**src/rtl/ir_tx_encoder.sv**
```systemverilog
// ir_tx_encoder: pulse-distance IR frame serialiser (leader, LSB-first bit cells, stop mark).
// Define IR_CARRIER_EN to gate marks with a CARRIER_HALF-cycle carrier; otherwise o_ir is the baseband envelope.
module ir_tx_encoder #(
  parameter int DATA_BITS    = 32,
  parameter int UNIT_CYCLES  = 28125,
  parameter int CARRIER_HALF = 658
) (
  input  logic                 i_clk,
  input  logic                 i_reset,
  input  logic                 i_start,
  input  logic [DATA_BITS-1:0] i_data,
  output logic                 o_ir,
  output logic                 o_busy,
  output logic                 o_done
);
  localparam int UW = $clog2(UNIT_CYCLES);
  localparam int BW = $clog2(DATA_BITS + 1);
  typedef enum logic [2:0] {IDLE, LEAD_MARK, LEAD_SPACE, BIT_MARK, BIT_SPACE, STOP_MARK} state_t;
  state_t               st_q, st_d;
  logic [UW-1:0]        ucnt_q, ucnt_d;
  logic [4:0]           units_q, units_d, tgt;
  logic [BW-1:0]        bits_q, bits_d;
  logic [DATA_BITS-1:0] sh_q, sh_d;
  logic                 ir_q, ir_d, busy_q, busy_d, done_q, done_d;
  logic                 wrap, last, mark_d;
  always_comb begin
    tgt     = st_q == LEAD_MARK ? 5'd16 : st_q == LEAD_SPACE ? 5'd8 :
              (st_q == BIT_SPACE && sh_q[0]) ? 5'd3 : 5'd1;
    wrap    = ucnt_q == UW'(UNIT_CYCLES - 1);
    last    = wrap && units_q == tgt - 5'd1;
    st_d    = st_q;
    ucnt_d  = wrap ? '0 : ucnt_q + 1'b1;
    units_d = units_q + {4'd0, wrap};
    bits_d  = bits_q;
    sh_d    = sh_q;
    busy_d  = busy_q;
    done_d  = 1'b0;
    if (st_q == IDLE) begin
      ucnt_d  = '0;
      units_d = '0;
    end else if (last) begin
      ucnt_d  = '0;
      units_d = '0;
      case (st_q)
        LEAD_MARK:  st_d = LEAD_SPACE;
        LEAD_SPACE: st_d = BIT_MARK;
        BIT_MARK:   st_d = BIT_SPACE;
        BIT_SPACE: begin
          sh_d   = sh_q >> 1;
          bits_d = bits_q + 1'b1;
          st_d   = bits_q == BW'(DATA_BITS - 1) ? STOP_MARK : BIT_MARK;
        end
        default: begin
          st_d   = IDLE;
          busy_d = 1'b0;
          done_d = 1'b1;
        end
      endcase
    end
    // A start held through the stop mark chains the next frame with no idle cycle.
    if ((st_q == IDLE || (st_q == STOP_MARK && last)) && i_start) begin
      st_d    = LEAD_MARK;
      sh_d    = i_data;
      bits_d  = '0;
      busy_d  = 1'b1;
      ucnt_d  = '0;
      units_d = '0;
    end
    mark_d = st_d == LEAD_MARK || st_d == BIT_MARK || st_d == STOP_MARK;
  end
`ifdef IR_CARRIER_EN
  localparam int CW = $clog2(CARRIER_HALF + 1);
  logic [CW-1:0] ccnt_q, ccnt_d;
  logic          car_q, car_d;
  always_comb begin
    car_d  = st_d == IDLE ? 1'b0 : (mark_d && st_d != st_q) ? 1'b1 :
             ccnt_q == CW'(CARRIER_HALF - 1) ? ~car_q : car_q;
    ccnt_d = (st_d == IDLE || st_d != st_q || ccnt_q == CW'(CARRIER_HALF - 1)) ? '0 : ccnt_q + 1'b1;
    ir_d   = mark_d & car_d;
  end
  always_ff @(posedge i_clk or posedge i_reset)
    if (i_reset) begin
      ccnt_q <= '0;
      car_q  <= 1'b0;
    end else begin
      ccnt_q <= ccnt_d;
      car_q  <= car_d;
    end
`else
  assign ir_d = mark_d;
`endif
  always_ff @(posedge i_clk or posedge i_reset)
    if (i_reset) begin
      st_q    <= IDLE;
      ucnt_q  <= '0;
      units_q <= '0;
      bits_q  <= '0;
      sh_q    <= '0;
      ir_q    <= 1'b0;
      busy_q  <= 1'b0;
      done_q  <= 1'b0;
    end else begin
      st_q    <= st_d;
      ucnt_q  <= ucnt_d;
      units_q <= units_d;
      bits_q  <= bits_d;
      sh_q    <= sh_d;
      ir_q    <= ir_d;
      busy_q  <= busy_d;
      done_q  <= done_d;
    end
  assign o_ir   = ir_q;
  assign o_busy = busy_q;
  assign o_done = done_q;
endmodule
```
**config.mk**
```make
export PLATFORM = sky130hd
export DESIGN_NAME = ir_tx_encoder
export DESIGN_NICKNAME = d
export VERILOG_FILES = /design/src/rtl/ir_tx_encoder.sv
export SDC_FILE = /design/constraint.sdc
export NUM_CORES = 1
export LEC_CHECK = 0
export CORE_AREA = 2 2 103 80
export DETAILED_ROUTE_END_ITERATION = 10
export DIE_AREA = 0 0 105 82
export DONT_BUFFER_PORTS = 1
export PLACE_DENSITY = 0.66
export SLEW_MARGIN = 0
export SYNTH_ARGS = -nofsm -noshare
export SYNTH_HDL_FRONTEND = slang
export SYNTH_SLANG_ARGS = --single-unit
```
**constraint.sdc**
```tcl
create_clock -name i_clk -period 2.3 [get_ports i_clk]
set_input_delay 0.115 -clock i_clk [delete_from_list [all_inputs] [get_ports i_clk]]
set_output_delay 0.115 -clock i_clk [all_outputs]
set_load 0.01 [all_outputs]
```
## Word-level counts from Yosys, hierarchy flattened

Cells that the tools add are included.

- Reductions and logical operators: 13
- $add $sub $neg: 4
- Multiplexer cells: 30
- Equal/unequal tests: 13

Operators with widths:

| kind | count |
|---|---|
| $mux 32 | 4 |
| $mux 15 | 4 |
| $mux 6 | 4 |
| $mux 5 | 4 |
| $add 15x1->15 const B | 1 |
| $eq 15x15->1 const B | 1 |
| $mux 3 | 4 |
| $pmux 3 s4 | 1 |
| $eq 3x2->1 const B | 3 |
| $eq 3x3->1 const B | 3 |
| $mux 1 | 7 |
| $add 6x1->6 const B | 1 |
| $eq 3x1->1 const B | 2 |
| $eq 6x5->1 const B | 1 |
| $reduce_and 3->1 | 2 |
| $add 5x1->5 | 1 |
| $eq 5x5->1 | 1 |
| $sub 5x1->5 const B | 1 |
| $logic_and 1x1->1 | 4 |
| $mux 4 | 1 |
| $ne 2x1->1 const B | 2 |
| $reduce_bool 2->1 | 2 |
| $reduce_or 4->1 | 1 |
| $logic_not 3->1 | 1 |
| other kinds (2) | 4 |

- Register bits: 64

## Logic depth before layout (Yosys ltp)

- Depth in word-level cells: 15
- Depth in mapped cells: 10

## Worst setup path before layout

Ideal clock, no wire load.

- Path kind: reg-to-reg
- From: register ucnt_q[0]
- To: register sh_q[16]
- Slack: -105 ps
- Library setup time: 126 ps
- Cell stages (with the launch flop): 10
- Path buffers: 1
- Arrival time: 2279 ps
- Clock period less this slack: 2405 ps
- Path through: dfrtp_1 > inv_1 > ha_1 > nand4b_4 > or4_4 > nor3_4 > a41oi_4 > nor2b_4 > buf_6 > a221o_1

- Cells in the longest elaborated chain, start to end: 7
- Elaborated cells between the ends (all ways): 10
- Classes of those cells: eq/ne (2); mux (1); reduce/logical (7)

RTL lines:

| element | line | RTL |
|---|---|---|
| start: declaration | 20 | `logic [UW-1:0] ucnt_q, ucnt_d;` |
| start signal: assignment | 104 | `ucnt_q <= ucnt_d;` |
| $eq 15x15->1 (*) | 29 | `wrap = ucnt_q == UW'(UNIT_CYCLES - 1);` |
| $logic_and 1x1->1 (*) | 30 | `last = wrap && units_q == tgt - 5'd1;` |
| $logic_and 1x1->1 | 61 | `if ((st_q == IDLE \|\| (st_q == STOP_MARK && last)) && i_start) begin` |
| $logic_or 1x1->1 | 61 |  |
| $logic_and 1x1->1 | 61 |  |
| $ne 2x1->1 (no source line) or $reduce_bool 2->1 (tied branches) | n/a |  |
| $reduce_and 3->1 (no source line) | n/a |  |
| end signal: assignment | 98 | `sh_q <= '0;` |
| end signal: assignment | 107 | `sh_q <= sh_d;` |
| end: declaration | 23 | `logic [DATA_BITS-1:0] sh_q, sh_d;` |

Mark *: on every way between the ends. The rest lies on a longest branch, timed or not.
A chain may end at the register's enable or synchronous reset.

## Worst setup path in the final report

- From: register ucnt_q[9]
- To: register sh_q[3]

The elaborated chain is that of the path after synthesis.

==> summary.md <==
| Metric | Value |
|---|---|
| Final setup fails | `2` |
| Dpl ws | `-32.66 ps` |
| Synth Area per Inst | `11.25 µm²` |
| H-tree Lvls | `3` |
| Initial drt markers | `145` |
| Clock slew at reported path FFs | `70 ps` |
| CTS tree | `done` |
| Slew Limit Headroom | `0.4657` |
| Worst vdd ir | `291.8 µV` |
| Fin. max-slew vios | `0` |
| Starting Density | `0.4389` |
| Fmax | `0.4322 GHz` |
| Pleak | `1.892 nW` |
| Total Routing Usage GR | `0.1672` |
| Synth Area in Adders | `0.01866` |
| Critical path capture point type | `register` |
| Xor-xnor portion of the synthesized cell area | `0.04965` |
| Via count of the first global-routing pass | `2252` |
| Total nets after synthesis | `338` |
| Placeable Area | `7637 µm²` |
| Ys Warns | `0` |
| Crit-path slowest cell | `or4_4` |
| Hold Path Class | `primary input to register` |
| WHS Endpoint | `o_busy` |
| Setup TNS | `-18.63 ps` |
| Origin of the worst min-delay path | `i_start` |
| Initial antenna violation count | `0` |
| Synth async-reset ratio | `1.000` |
| RSZ-0062 raised after global routing | `true` |
| DR vias | `2391` |
| Largest family of logic cells by synthesized area | `simple AND/OR/NAND/NOR gates` |
| DIE HEIGHT | `82 µm` |
| Placer congestion estimate | `0.7738` |
| Count of input and output buffers | `0` |
| Wire length of the first global-routing pass | `11170 µm` |
| Area contributors post-synth | `dfrtp_1, a221o_1, and2b_2` |
| Vias per cell | `5.422` |
| Final setup margin | `-13.99 ps` |
| Period minus WS final | `2314 ps` |
| Flop2flop setup slack | `-10 ps` |
| CP cell instances | `nand4bb_4, or4_4, nor3_4, a41oi_4, nor2b_4, a221o_1` |
| Worst Skew | `10.44 ps` |
| CP required | `2520 ps` |
| CTS Buffer Depth | `2` |
| Wirelength per Cell | `15.98 µm` |
| Reg-to-Reg End | `sh_q[3]` |
| Residual DRC | `0` |
| Post-Synthesis Cells | `298` |
| Critical path class | `register to register` |
| Die Wd | `105 µm` |
| Final Hold Vio Count | `0` |
| # rows | `28` |
| Critical Path Max Stage Delay | `520 ps` |
| Cell Area, Synth | `3352 µm²` |
| IO Pins | `38` |
| Nets@finish | `371` |
| First drt pass iteration count | `4` |
| PD cells | `551.4 nW/µm²` |
| GRT overflow | `0` |
| Top_reg_cell synth | `dfrtp_1` |
| CTS Sinks | `64` |
| Number of synthesized register bits | `64` |
| DP HPWL | `4512 µm` |
| Compound-Gate Fraction of Synth Area | `0.1553` |
| Die ar. | `8610 µm²` |
| Routed wire length | `7045 µm` |
| Synth area leader | `dfrtp_1` |
| CP bufs+invs | `0` |
| Final ANT Viol Nets | `0` |
| Final Power | `2.182 mW` |
| Failing checks | `setup timing` |
| Slew @ Worst Pin | `801.4 ps` |
| CP Max Fanout | `8` |
| EDFF count, synth | `0` |
| Yosys top cell area share | `0.4778` |
| Root buffer cell | `clkbuf_8` |
| Worst EP arrival | `2530 ps` |
| Post-Synth Simple-Gate Area | `0.2333` |
| CTS buffer count | `9` |
| Outcome | `finished, violations left` |
| Area Overhead vs Synth | `18.03%` |
| Distinct cell type count after synthesis | `55` |
| ANT cells | `0` |
| Largest net degree at the start of global routing | `65` |
| Reg-to-reg startpoint | `ucnt_q[9]` |
| Share of post-route cells with drive strength above 1 | `0.2827` |
| MaxCap Viol Count | `0` |
| Min-Delay Path Depth | `2` |
| Multiplexer share of the synthesized area | `0.005972` |
| Final Cycle Share | `1.006` |
| Seq/Total Area, Yosys | `0.4778` |
| Reg2reg path depth | `6` |
| Worst skew pair latency | `340 ps` |
| Startpoint Class | `register` |
| Worst path top cell family by delay | `simple AND/OR/NAND/NOR gates` |
==> state kept, by name, summed over array words and instances (netlist names) <==
register / count
ucnt_q: 15
bits_q: 6
o_ir: 1
sh_q: 32
o_done: 1
o_busy: 1
st_q: 3
units_q: 5
==> area by class of cell <==
| type | instances | area [µm²] |
|---|---|---|
| clock buffer | 11 | 151.4 |
| clock inverter | 5 | 63.81 |
| fill | 717 | 3681 |
| inverter | 11 | 41.29 |
| multi-input combinational | 208 | 1653 |
| sequential | 64 | 1602 |
| tap | 105 | 131.4 |
| timing repair buffer | 37 | 314.1 |
==> stage by stage <==
| step | cell area (µm²) | cells | utilization | hold WS, ps |
|---|---|---|---|---|
| final | 3956 | 441 | 0.5180 | 9.242 |
| after global routing | 3956 | 441 | 0.5180 | 0.7856 |
| after CTS | 3791 | 430 | 0.4964 | 1.375 |
| after detailed placement | 3471 | 404 | 0.4545 | 265.4 |
| after global placement | 3471 | 404 | 0.4545 | 263.6 |
| after floorplan | 3354 | 298 | - | 236.9 |
==> how the worst max path moves through the flow <==
stage | startpoint | end | slack [ps] | cells past startpoint
4_1_cts | ucnt_q[1] | bits_q[3] | -70 | 8
2_1_floorplan | ucnt_q[0] | sh_q[16] | 10 | 9
3_3_place_gp | ucnt_q[9] | sh_q[27] | 4 | 5
6_report | ucnt_q[9] | sh_q[3] | -10 | 6
3_5_place_dp | ucnt_q[1] | bits_q[3] | -30 | 8
5_1_grt | ucnt_q[9] | sh_q[3] | -80 | 6
==> logic make-up after synthesis <==
logic type                 after synthesis
and+or+nand+nor                        118
DFF                                     64
buffers and inverters                   29
xor gates and xnor gates                19
AOI/OAI and AO/OA                       61
adders and majority gates                5
muxes                                    2
==> per-layer routing <==
metal / global-route usage / vias up / share of wire
met5: 0 / - / 0
met4: 0.04000 / 0 / 0.0065
met3: 0.05397 / 5 / 0.041
met2: 0.2468 / 51 / 0.45
met1: 0.2394 / 1191 / 0.51
li1: - / 1144 / -
==> where the power goes <==
part / internal, mW / total [mW] / switching (mW)
Clock: 0.567 / 1.02 / 0.453
Sequential: 1.12 / 1.12 / 0
Combinational: 0.0137 / 0.0372 / 0.0235
==> cells in the final DEF, fill, tap and decap left out, types with 2 or more instances in the layout <==
| master | count |
|---|---|
| nor3b_1 | 2 |
| or4_4 | 4 |
| dlygate4sd3_1 | 10 |
| o21ai_0 | 6 |
| xnor2_1 | 9 |
| nor3_1 | 2 |
| a211oi_1 | 2 |
| inv_2 | 3 |
| or3_1 | 3 |
| a221o_1 | 29 |
| nor2_1 | 30 |
| and3_1 | 2 |
| ha_1 | 3 |
| o31ai_1 | 2 |
| clkinv_4 | 2 |
| inv_1 | 8 |
| xor2_1 | 10 |
| nand2_1 | 9 |
| nand4_1 | 5 |
| mux2i_1 | 2 |
| a21boi_1 | 3 |
| and2_1 | 4 |
| and2b_2 | 25 |
| o211ai_1 | 3 |
| nor2b_1 | 5 |
| buf_4 | 24 |
| buf_6 | 3 |
| dfrtp_1 | 64 |
| nand3_2 | 2 |
| a21oi_1 | 7 |
| nor2b_4 | 4 |
| nand3_1 | 10 |
| clkbuf_8 | 11 |
==> worst register-to-register path: cells and delay by family (launching register included) <==
family	cells	cell delay, ps
compound gates	2	530
flops	1	400
simple gates	4	1280
==> cells in the mapped netlist, drive strengths merged, types with 2 or more instances <==
master	n
a21boi	4
and3	3
and2	4
a21oi	7
nand2	9
buf	8
nand4	5
dfrtp	64
or4	4
o211ai	3
clkbuf	9
nor3	3
nand4b	2
nand3	13
ha	5
xor2	10
nor2b	6
o21ai	7
nor3b	2
xnor2	9
mux2i	2
and2b	25
a221o	29
o31ai	2
a211oi	2
nor2	30
or3	3
inv	11
==> what timing repair did <==
action / 4_1_cts / 5_1_grt
hold endpoints to repair: 70 / 3
pin swaps: 0 / 5
cloned: 2 / 1
setup buffers: 1 / 7
hold buffers: 7 / 3
endpoints found under the setup margin: 31 / 38
gates resized for setup: 2 / 16
Power figures use the tool's default switching activity.
